### src/rtl/alu_seq_pkg.sv
// Shared types and constants for the sequenced ALU controller: FSM states, opcodes, idle drive.
// No logic or latency of its own; nothing here applies backpressure.
package alu_seq_pkg;

  typedef enum logic [1:0] {
    IDLE  = 2'd0,
    FETCH = 2'd1,
    EXEC  = 2'd2,
    WB    = 2'd3
  } state_e;

  localparam logic [3:0] OP_PASS  = 4'd0;
  localparam logic [3:0] OP_ADD   = 4'd1;
  localparam logic [3:0] OP_SUB   = 4'd2;
  localparam logic [3:0] OP_DEC   = 4'd3;
  localparam logic [3:0] OP_AND   = 4'd4;
  localparam logic [3:0] OP_OR    = 4'd5;
  localparam logic [3:0] OP_XOR   = 4'd6;
  localparam logic [3:0] OP_NOT   = 4'd7;
  localparam logic [3:0] OP_SHR   = 4'd8;
  localparam logic [3:0] OP_SHL   = 4'd9;
  localparam logic [3:0] OP_LAST  = 4'd9;
  localparam logic [3:0] ALU_IDLE = 4'hF;

  function automatic logic op_legal(input logic [3:0] op);
    return op <= OP_LAST;
  endfunction

endpackage

### src/rtl/alu_seq_regfile.sv
// NREG x 16-bit register file: writeback and host write ports (writeback wins on a clash), three
// combinational read ports; writes land on the next edge and there is no backpressure.
module alu_seq_regfile
  import alu_seq_pkg::*;
#(
  parameter int NREG = 4,
  parameter int RA_W = 2
) (
  input  logic            clk,
  input  logic            rst_n,
  input  logic            wb_we,
  input  logic [RA_W-1:0] wb_addr,
  input  logic [15:0]     wb_wdata,
  input  logic            host_we,
  input  logic [RA_W-1:0] host_addr,
  input  logic [15:0]     host_wdata,
  input  logic [RA_W-1:0] ra_addr,
  output logic [15:0]     ra_data,
  input  logic [RA_W-1:0] rb_addr,
  output logic [15:0]     rb_data,
  input  logic [RA_W-1:0] rh_addr,
  output logic [15:0]     rh_data
);

  logic [15:0] regs_q [NREG];
  logic [15:0] regs_d [NREG];

  always_comb begin
    regs_d = regs_q;
    for (int i = 0; i < NREG; i++) begin
      if (wb_we && wb_addr == RA_W'(i)) begin
        regs_d[i] = wb_wdata;
      end else if (host_we && host_addr == RA_W'(i)) begin
        regs_d[i] = host_wdata;
      end
    end
  end

  always_ff @(posedge clk or negedge rst_n) begin
    if (!rst_n) begin
      for (int i = 0; i < NREG; i++) regs_q[i] <= '0;
    end else begin
      regs_q <= regs_d;
    end
  end

  assign ra_data = regs_q[ra_addr];
  assign rb_data = regs_q[rb_addr];
  assign rh_data = regs_q[rh_addr];

endmodule

### src/rtl/alu_seq_ctrl.sv
// Four-state command sequencer driving an external ALU from a local register file.
// Accept at edge N, done/err pulse and cmd_ready back in cycle N+3; cmd_valid is ignored while busy.
module alu_seq_ctrl
  import alu_seq_pkg::*;
#(
  parameter int NREG = 4,
  parameter int RA_W = 2
) (
  input  logic            clk,
  input  logic            rst_n,
  input  logic            cmd_valid,
  output logic            cmd_ready,
  input  logic [3:0]      cmd_op,
  input  logic [RA_W-1:0] cmd_rd,
  input  logic [RA_W-1:0] cmd_ra,
  input  logic [RA_W-1:0] cmd_rb,
  input  logic            cmd_usec,
  input  logic            cmd_cin,
  input  logic            host_we,
  input  logic [RA_W-1:0] host_addr,
  input  logic [15:0]     host_wdata,
  input  logic [RA_W-1:0] host_raddr,
  output logic [15:0]     host_rdata,
  output logic [3:0]      alu_s,
  output logic [15:0]     alu_a,
  output logic [15:0]     alu_b,
  output logic            alu_cin,
  input  logic [15:0]     alu_f,
  input  logic            alu_cout,
  output logic            done,
  output logic            err,
  output logic            carry
);

  state_e          state_q, state_d;
  logic [3:0]      op_q;
  logic [RA_W-1:0] rd_q, ra_q, rb_q;
  logic            usec_q, cin_q;
  logic [15:0]     opa_q, opb_q, res_q;
  logic            cout_q, carry_q, done_q, err_q;
  logic            wb_we;
  logic [15:0]     ra_data, rb_data;

  alu_seq_regfile #(.NREG(NREG), .RA_W(RA_W)) u_regfile (
    .clk        (clk),
    .rst_n      (rst_n),
    .wb_we      (wb_we),
    .wb_addr    (rd_q),
    .wb_wdata   (res_q),
    .host_we    (host_we),
    .host_addr  (host_addr),
    .host_wdata (host_wdata),
    .ra_addr    (ra_q),
    .ra_data    (ra_data),
    .rb_addr    (rb_q),
    .rb_data    (rb_data),
    .rh_addr    (host_raddr),
    .rh_data    (host_rdata)
  );

  always_ff @(posedge clk or negedge rst_n) begin
    if (!rst_n) state_q <= IDLE;
    else        state_q <= state_d;
  end

  always_comb begin
    state_d = state_q;
    case (state_q)
      IDLE:    if (cmd_valid) state_d = FETCH;
      FETCH:   state_d = EXEC;
      EXEC:    state_d = WB;
      WB:      state_d = IDLE;
      default: state_d = IDLE;
    endcase
  end

  always_comb begin
    cmd_ready = 1'b0;
    alu_s     = ALU_IDLE;
    alu_a     = '0;
    alu_b     = '0;
    alu_cin   = 1'b0;
    wb_we     = 1'b0;
    case (state_q)
      IDLE: cmd_ready = 1'b1;
      EXEC: begin
        alu_s   = op_q;
        alu_a   = opa_q;
        alu_b   = opb_q;
        alu_cin = cin_q;
      end
      WB:      wb_we = op_legal(op_q);
      default: ;
    endcase
  end

  // Carry is sampled in FETCH so a preceding command's writeback is already reflected.
  always_ff @(posedge clk or negedge rst_n) begin
    if (!rst_n) begin
      op_q    <= '0;
      rd_q    <= '0;
      ra_q    <= '0;
      rb_q    <= '0;
      usec_q  <= 1'b0;
      cin_q   <= 1'b0;
      opa_q   <= '0;
      opb_q   <= '0;
      res_q   <= '0;
      cout_q  <= 1'b0;
      carry_q <= 1'b0;
      done_q  <= 1'b0;
      err_q   <= 1'b0;
    end else begin
      done_q <= 1'b0;
      err_q  <= 1'b0;
      case (state_q)
        IDLE: if (cmd_valid) begin
          op_q   <= cmd_op;
          rd_q   <= cmd_rd;
          ra_q   <= cmd_ra;
          rb_q   <= cmd_rb;
          usec_q <= cmd_usec;
          cin_q  <= cmd_cin;
        end
        FETCH: begin
          opa_q <= ra_data;
          opb_q <= rb_data;
          if (usec_q) cin_q <= carry_q;
        end
        EXEC: begin
          res_q  <= alu_f;
          cout_q <= alu_cout;
        end
        WB: begin
          if (op_legal(op_q)) begin
            carry_q <= cout_q;
            done_q  <= 1'b1;
          end else begin
            err_q <= 1'b1;
          end
        end
        default: ;
      endcase
    end
  end

  assign done  = done_q;
  assign err   = err_q;
  assign carry = carry_q;

endmodule

### config.mk
export PLATFORM = sky130hd
export DESIGN_NAME = alu_seq_ctrl
export DESIGN_NICKNAME = d
export VERILOG_FILES = /design/src/rtl/alu_seq_pkg.sv /design/src/rtl/alu_seq_regfile.sv /design/src/rtl/alu_seq_ctrl.sv
export SDC_FILE = /design/constraint.sdc
export NUM_CORES = 1
export LEC_CHECK = 0
export BUFFER_PORTS_ARGS = -buffer_cell sky130_fd_sc_hd__buf_4
export CAP_MARGIN = 0
export CORE_MARGIN = 8
export CORE_UTILIZATION = 55
export CTS_CLUSTER_SIZE = 16
export DETAILED_ROUTE_END_ITERATION = 7
export GPL_ROUTABILITY_DRIVEN = 0
export PLACE_DENSITY = 0.78
export SETUP_SLACK_MARGIN = 0.3
export SYNTH_ARGS = -nofsm -noshare
export SYNTH_HDL_FRONTEND = slang
export SYNTH_SLANG_ARGS = --single-unit
### constraint.sdc
create_clock -name clk -period 2.2 [get_ports clk]
set_input_delay 0.44 -clock clk [delete_from_list [all_inputs] [get_ports clk]]
set_output_delay 0.44 -clock clk [all_outputs]
set_load 0.005 [all_outputs]
After elaboration in Yosys (flattened, before gate mapping)
Index checks and enable logic that the tools add are counted.
{"block": "word_totals", "in_bits": 53, "register_bits": 130, "elab_cells": 87, "output_inout_bits": 57}
{"block": "classes", "reduce_logical": 19, "n_bitwise": 3, "eq_ne": 11, "order_cmp": 4, "n_mux": 32}
{"op": "$mux W16", "count": 16}
{"op": "$bmux W16 S2", "count": 3}
{"op": "$eq A2 B2 Y1 const B", "count": 6}
{"op": "$reduce_bool A2 Y1", "count": 5}
{"op": "$ge A3 B3 Y1 const B", "count": 3}
{"op": "$mux W1", "count": 9}
{"op": "$not A2 Y3", "count": 3}
{"op": "$logic_and A1 B1 Y1", "count": 8}
{"op": "$pmux W2 S4", "count": 1}
{"op": "$eq A2 B1 Y1 const B", "count": 3}
{"op": "$logic_not A2 Y1", "count": 3}
{"op": "$le A4 B4 Y1 const B", "count": 1}
{"op": "$mux W4", "count": 1}
{"op": "$ne A2 B2 Y1 const B", "count": 2}
{"op": "$reduce_and A2 Y1", "count": 2}
{"op": "$reduce_and A3 Y1", "count": 1}
{"op": "$mux W2", "count": 1}
{"op": "$pmux W1 S2", "count": 1}

Logic depth before layout (Yosys ltp)
Gate-level depths: netlist of run 1.
{"block": "depth", "word_depth": 4, "ltp_mapped": 6, "mapped_depth_nobuf": 5}

By module
From an unflattened synthesis of run 1, not the netlist that was laid out.
{"block": "unflattened", "cells_unflattened": 616, "hier_area_um2": 6986.7}
{"mod": "alu_seq_regfile", "seq_area_each_um2": 1601.5, "cells_each": 420, "instances": 1, "area_per_inst_um2": 4124.0}
{"mod": "alu_seq_ctrl", "seq_area_each_um2": 1651.6, "cells_each": 196, "instances": 1, "area_per_inst_um2": 2862.7}

Least setup slack after synthesis of run 1
OpenSTA, ideal clock, no wires.
{"block": "synth_path", "kind": "input port to output port", "startpoint": "input port host_raddr[0]", "endpoint": "output port host_rdata[10]", "cell_stages": 3, "path_buffers": 2, "arrival_time_ns": 1.500, "slack_ns": 0.260, "required_time_ns": 1.760, "cell_sequence": "buf_2 buf_2 mux4_2"}
{"block": "synth_via", "elab_chain_cells": 4}
{"item": "start, declared", "line": "alu_seq_ctrl.sv:22", "rtl": "input logic [RA_W-1:0] host_raddr,"}
{"item": "$not A2 Y3 (implied by the code)", "line": "alu_seq_regfile.sv:49", "rtl": "assign rh_data = regs_q[rh_addr];"}
{"item": "$bmux W16 S2", "line": "alu_seq_regfile.sv:49"}
{"item": "$mux W16 (implied by the code) (2 in series)", "line": "alu_seq_regfile.sv:49"}
{"item": "end, declared", "line": "alu_seq_ctrl.sv:23", "rtl": "output logic [15:0] host_rdata,"}
Every way passes these cells. The select of a mux whose other input is x is not followed.

Worst setup path after layout of run 1
{"block": "layout_path", "startpoint": "register state_q[0]", "endpoint": "output port alu_b[3]"}
{"block": "layout_via", "elab_chain_cells": 2}
{"item": "start, declared", "line": "alu_seq_ctrl.sv:35", "rtl": "state_e state_q, state_d;"}
{"item": "start signal, assigned", "line": "alu_seq_ctrl.sv:63", "rtl": "else state_q <= state_d;"}
{"item": "$eq A2 B2 Y1", "line": "alu_seq_ctrl.sv:84", "rtl": "case (state_q)"}
{"item": "$mux W16", "line": "alu_seq_ctrl.sv:84"}
{"item": "end, declared", "line": "alu_seq_ctrl.sv:26", "rtl": "output logic [15:0] alu_b,"}
Every way passes these cells.

==> impl_metrics.yaml, run 1 <==
final_layout:
  design_area_um2: 9310
  final_cells: 807
  num_antenna_cells: 0
  drive_gt1_share_pct: 73.5
  final_net_count: 683
  areaGrowthSynthToFinish_pct: 30.8
worst_setup_path:
  critPathKind: "reg2out"
  path_max_fanout: 20
  required_ns: 1.76
  end_kind: "output port"
  worstSetupStartpointType: "register"
  worst-endpoint-arrival_ns: 1.57
  ff2ff_setup_slack_ns: 0.35
routing:
  drtPass1Iterations: 4
  vias_per_cell: 5.90
  first_iter_violations: 335
  totalWireLength_mm: 18.5
  postRouteAntennaNets: 0
  vias: 4763
  drc_errors: 0
  routedWlPerCell_um: 23.0
sta:
  rsz0062_at_grt: "yes"
  setup_tns_ns: 0
  setup_violations: 0
  tightest_slew_ns: 0.556
  clock_skew_ns: 0.00510
  finalMaxSlewViolations: 0
  fmax_mhz: 497
  fin_crit_sh_pct: 91.5
  hold_ws_ns: -0.0000953
  final_hold_viol_count: 1
  min_period_ns: 2.01
  maxSlewHeadroom_pct: 62.9
placed_design:
  placed_area_um2: 8170
  dp_hpwl_mm: 11.7
  port_buffers: 109
  place_inst: 731
power_and_ir_drop:
  power_leakage_uw: 0.00408
  power_density_nw_per_um2: 1560
  ir_worst_vdd_v: 0.00108
yosys:
  syn_nets: 523
  ys_seq_area_share_pct: 45.7
  synth_top_family_by_area: "multiplexers"
  netlist_area_um2: 7120
  synth_largest_area_cell: "dfrtp_1"
  synthCells: 465
  synthTopCellsByArea: "dfrtp_1 (46%), mux2_2 (30%), mux4_2 (15%), and2_1 (3.0%), ha_1 (0.88%)"
  synth.mux.area_fraction_pct: 45.5
  yosysWarnings: 0
  yosys.cell_count.top_type: "mux2_2"
  ys_ff_latch: 130
  yosys.area.top_type_share_pct: 45.7
  synth_edf_count: 0
  postSynthAreaPerCell_um2: 15.3
  synth_common_cells: "mux2_2 (189), dfrtp_1 (130), mux4_2 (48)"
  synth_xor_area_share_pct: 0
  synth_compound_area_share_pct: 0.369
  yosys.area_share.simple_pct: 5.12
  synthArstFlopShare_pct: 100
  synth_fa_ha_area_share_pct: 0.879
  ys.flop_type: "dfrtp_1"
  synth_cell_type_count: 27
floorplan:
  dieArea_um2: 16800
  num_rows: 41
  ios: 110
  start_util_pct: 56.4
  die_height_um: 130
  die_x_um: 130
  core_area_um2: 12600
global_route:
  grt_pass1_wl_mm: 28.6
  grt_start_max_net_pins: 45
  grt_usage_pct: 22.9
  gr-total-overflow: 0
  grt_pass1_vias: 5189
  grt_antenna_before_repair: 0
clock_network:
  cts_hold_buffers: 0
  clk_latency_ns: 0.42
  cts.sinks: 130
  clockBufferDepth: 2
  cts-root-buf: "clkbuf_16"
  h-tree-depth: 4
  cts_tree: "done"
  clkSlewWorstSetupHoldPaths_ns: 0.05
  cts_buffers: 17
job:
  cap_violations: 0
status:
  violations: "hold timing"
  outcome: "finished with violations"
hold_path:
  hold_class: "in2async"
==> placed cells by master, fill, tap and decap left out, types with 2 or more instances in the layout <==
master,instances
buf_4,133
buf_6,32
clkinv_2,7
inv_1,2
ha_1,3
clkbuf_16,18
mux2i_1,2
nand3b_2,2
dfrtp_1,129
nand2b_4,4
mux4_2,48
nor2_1,2
clkbuf_8,4
mux2_2,189
buf_12,6
and2_4,12
and2_1,22
==> registers in the layout, summed over array words and instances (netlist names) <==
signal and flops:
u_regfile.regs_q 64, rd_q 2, err 1, cout_q 1, state_q 2, ra_q 2
carry 1, cin_q 1, opa_q 16, opb_q 16, rb_q 2, done 1
op_q 4, res_q 16, usec_q 1
==> power breakdown <==
group          switching (uW)  internal, uW  total (uW)
combinational            2660          4750        7410
sequential                984          3660        4640
clock                     991          1520        2510
==> critical path, stage by stage, from the launching register on <==
cell     delay [ns]
dfrtp_1        0.39
inv_2          0.08
ha_4           0.25
buf_12         0.18
and2_1         0.14
buf_4          0.11
==> per-stage QoR <==
| stage | power [uW] | setup slack, ns | utilization [%] |
|---|---|---|---|
| after global placement | 10500 | 0.231 | 64.8 |
| after floorplan | 8680 | 0.356 | - |
| after detailed placement | 10800 | 0.182 | 64.8 |
| after global routing | 15300 | 0.128 | 73.8 |
| after CTS | 14100 | 0.172 | 71.9 |
| final | 14600 | 0.187 | 73.8 |
==> what timing repair did <==
item | CTS | global route
cloned | 0 | 1
buffers inserted | 32 | 14
pin swaps | 1 | 0
resized for setup | 36 | 26
endpoints found under the setup margin | 85 | 68
==> logic make-up (layout without fill, tap and decap cells) <==
family / count (synthesis) / after routing
AO/OA/AOI/OAI: 4 / 4
AND/OR/NAND/NOR: 51 / 51
flip-flops: 130 / 130
adder cells (fa/ha/maj): 5 / 5
buffers and inverters: 35 / 205
multiplexers: 240 / 240
==> final cells by class <==
type | instances | area (um2)
Inverter | 3 | 11.3
Timing Repair Buffer | 173 | 1520
Clock buffer | 22 | 484
Clock inverter | 7 | 35.0
Fill cell | 822 | 3310
Sequential cell | 130 | 3250
Tap cell | 172 | 215
Multi-Input combinational cell | 300 | 3790
==> layer usage <==
metal  track usage [%]  up-vias  part of all wire [%]
met3              4.61       28                   6.7
met2              37.5      169                    50
met1              28.3     2490                    41
met5                 0        -                     0
met4              11.7        0                   2.0
li1                  -     2076                     -
==> final timing paths <==
check	startpoint	endpoint	depth (start not counted)
min in group clk	alu_f[3]	res_q[3]	2
hold reg to reg	opb_q[1]	opb_q[1]	1
max in group asynchronous	rst_n	res_q[12]	2
hold / removal	rst_n	res_q[2]	1
setup reg to reg	state_q[0]	ra_q[1]	6
setup / recovery	state_q[0]	alu_b[3]	5
Power figures use the tool's default switching activity.
==> inputs of run 2 (changes only) <==
--- a/config.mk
+++ b/config.mk
@@ -16,2 +16,3 @@
 export SETUP_SLACK_MARGIN = 0.3
+export SLEW_MARGIN = 30
 export SYNTH_ARGS = -nofsm -noshare
==> constraint.sdc (replaced) <==
create_clock -name clk -period 2.2 [get_ports clk]
set_input_delay 0.22 -clock clk [delete_from_list [all_inputs] [get_ports clk]]
set_output_delay 0.22 -clock clk [all_outputs]
set_load 0.005 [all_outputs]
==> run 2 against run 1 <==
Effect of this change:
- the flow now finishes without violations
- clock power up 8.0%
- combinational power is 16% lower
- sequential power is 3% higher
- final cell count down 5.1%
- fmax rose by 0.66%
- global-route usage down 0.91 points
- utilization is 3.7 points lower
- critical path depth fell by 2
- worst setup slack better by 0.013 ns
- sequential cell count unchanged
- critical endpoint is now u_regfile.regs_q[46]
- largest power group unchanged
==> impl_metrics.yaml, run 2 (same netlist as run 1, synthesis figures left out) <==
status:
  outcome: "finished clean"
final_layout:
  drive_gt1_share_pct: 68.9
  largest_reg_flops: 64
  num_antenna_cells: 0
  final_cells: 766
  final_net_count: 642
  fin_util_pct: 70.1
  layout_commonest_cell: "mux2_2"
  nFillCells: 914
  regMostFlops: "u_regfile.regs_q"
  multi_input_area_um2: 3710
  areaGrowthSynthToFinish_pct: 24.3
  final_cell_mix: "mux2_2 (189), dfrtp_1 (130), buf_4 (124)"
  seqCellArea_um2: 3250
routing:
  first_iter_violations: 342
  totalWireLength_mm: 17.5
  routedWlPerCell_um: 22.9
  vias_per_cell: 5.91
  vias: 4529
  drc_errors: 0
  postRouteAntennaNets: 0
  drtPass1Iterations: 4
global_route:
  grt_pass1_wl_mm: 27.5
  grt_antenna_before_repair: 0
  gr-total-overflow: 0
  grt_start_max_net_pins: 62
  grt_usage_pct: 22.0
  grt_pass1_vias: 4966
placed_design:
  dp_hpwl_mm: 11.5
  place_inst: 729
  port_buffers: 109
clock_network:
  clkSlewWorstSetupHoldPaths_ns: 0.06
  clockBufferDepth: 2
  cts_buffers: 17
  clk_latency_ns: 0.42
  cts_tree: "done"
  cts.sinks: 130
  h-tree-depth: 4
  cts-root-buf: "clkbuf_16"
power_and_ir_drop:
  swShare_pct: 31.3
  internal_power_uw: 9420
  seqPwrFrac_pct: 34.7
  combinationalPowerShare_pct: 45.5
  switching_power_uw: 4290
  power_leakage_uw: 0.00382
  p_clk_share_pct: 19.8
  power_density_nw_per_um2: 1550
  ir_worst_vdd_v: 0.000816
floorplan:
  dieArea_um2: 16800
  die_x_um: 130
  ios: 110
  num_rows: 41
  core_area_um2: 12600
  start_util_pct: 56.4
  die_height_um: 130
job:
  cap_violations: 0
sta:
  finalMaxSlewViolations: 0
  final_hold_viol_count: 0
  maxSlewHeadroom_pct: 53.0
  min_period_ns: 2.00
  setup_tns_ns: 0
  clock_skew_ns: 0.00896
  tightest_slew_ns: 0.703
  setup_violations: 0
  fmax_mhz: 500
  rsz0062_at_grt: "yes"
  fin_crit_sh_pct: 90.9
worst_setup_path:
  worstSetupStartpointType: "register"
  required_ns: 2.50
  critPathKind: "reg2reg"
  path_max_fanout: 16
  setup.worst_path.start: "state_q[1]"
  r2r_start: "state_q[1]"
  worst-endpoint-arrival_ns: 2.30
  end_kind: "register"
hold_path:
  hold_class: "in2reg"
  min_from: "alu_f[0]"
## run 2: changes by cell type in the layout (fill, tap and decap cells not counted), moves of 3 or more
cell	before	now
buf_6	32	0
and2_1	22	33
and2_4	12	1
buf_4	133	124
clkinv_2	7	2
nand2b_1	0	4
nand2b_4	4	0
clkbuf_8	4	7
## run 2: metal layers
metal	global-route usage, %	share of wire [%]	up-vias
li1	-	-	1993
met1	27.7	40	2354
met2	35.9	50	166
met3	5.30	8.0	16
met4	9.02	1.3	0
met5	0	0	-
## run 2: area by class of cell
type / instances / share of cell area [%]
Tap cell: 172 / 2.43
Timing Repair Buffer: 132 / 12.3
Sequential cell: 130 / 36.8
Multi-Input combinational cell: 300 / 41.9
Clock inverter: 4 / 0.537
Inverter: 3 / 0.127
Clock buffer: 25 / 5.94
## run 2: power by group through the flow
stage               Clock (uW)  Combinational, uW  Sequential [uW]
floorplan                    0               4360             4320
global placement             0               5870             4630
detailed placement           0               6040             4760
CTS                       2760               6150             4740
global route              2850               6690             4940
finish                    2710               6240             4760
## run 2: worst max-delay path: stages (launching register included)
cell	delay [ns]
dfrtp_1	0.41
ha_1	0.34
nand4b_2	0.61
mux2_2	0.51
## run 2: path summary, 6_finish.rpt
check / to / slack [ns] / cells past startpoint
worst max-delay path: u_regfile.regs_q[46] / 0.20 / 3
worst min-delay path: res_q[0] / 0.03 / 2
worst max register to register: u_regfile.regs_q[46] / 0.20 / 3
worst min register to register: opa_q[7] / 0.50 / 1
max in group asynchronous: ra_q[1] / 1.11 / 3
min in group asynchronous: u_regfile.regs_q[48] / 0.33 / 2
## run 2: per-stage QoR
step                worst slack, ns  hold slack [ns]  cell area [um2]  power, uW
global placement              0.300            0.237             8160      10500
CTS                           0.197           0.0159             8780      13600
detailed placement            0.223            0.250             8160      10800
floorplan                     0.491          -0.0756             7120       8680
finish                        0.200           0.0289             8850      13700
global route                  0.114           0.0204             8850      14500
## run 2: timing repair
item	4_1_cts	5_1_grt
setup buffers	2	4
setup endpoints to repair	63	73
hold buffers	1	0
endpoints found under the hold margin	37	0
gates cloned	0	1
gates resized for setup	5	4
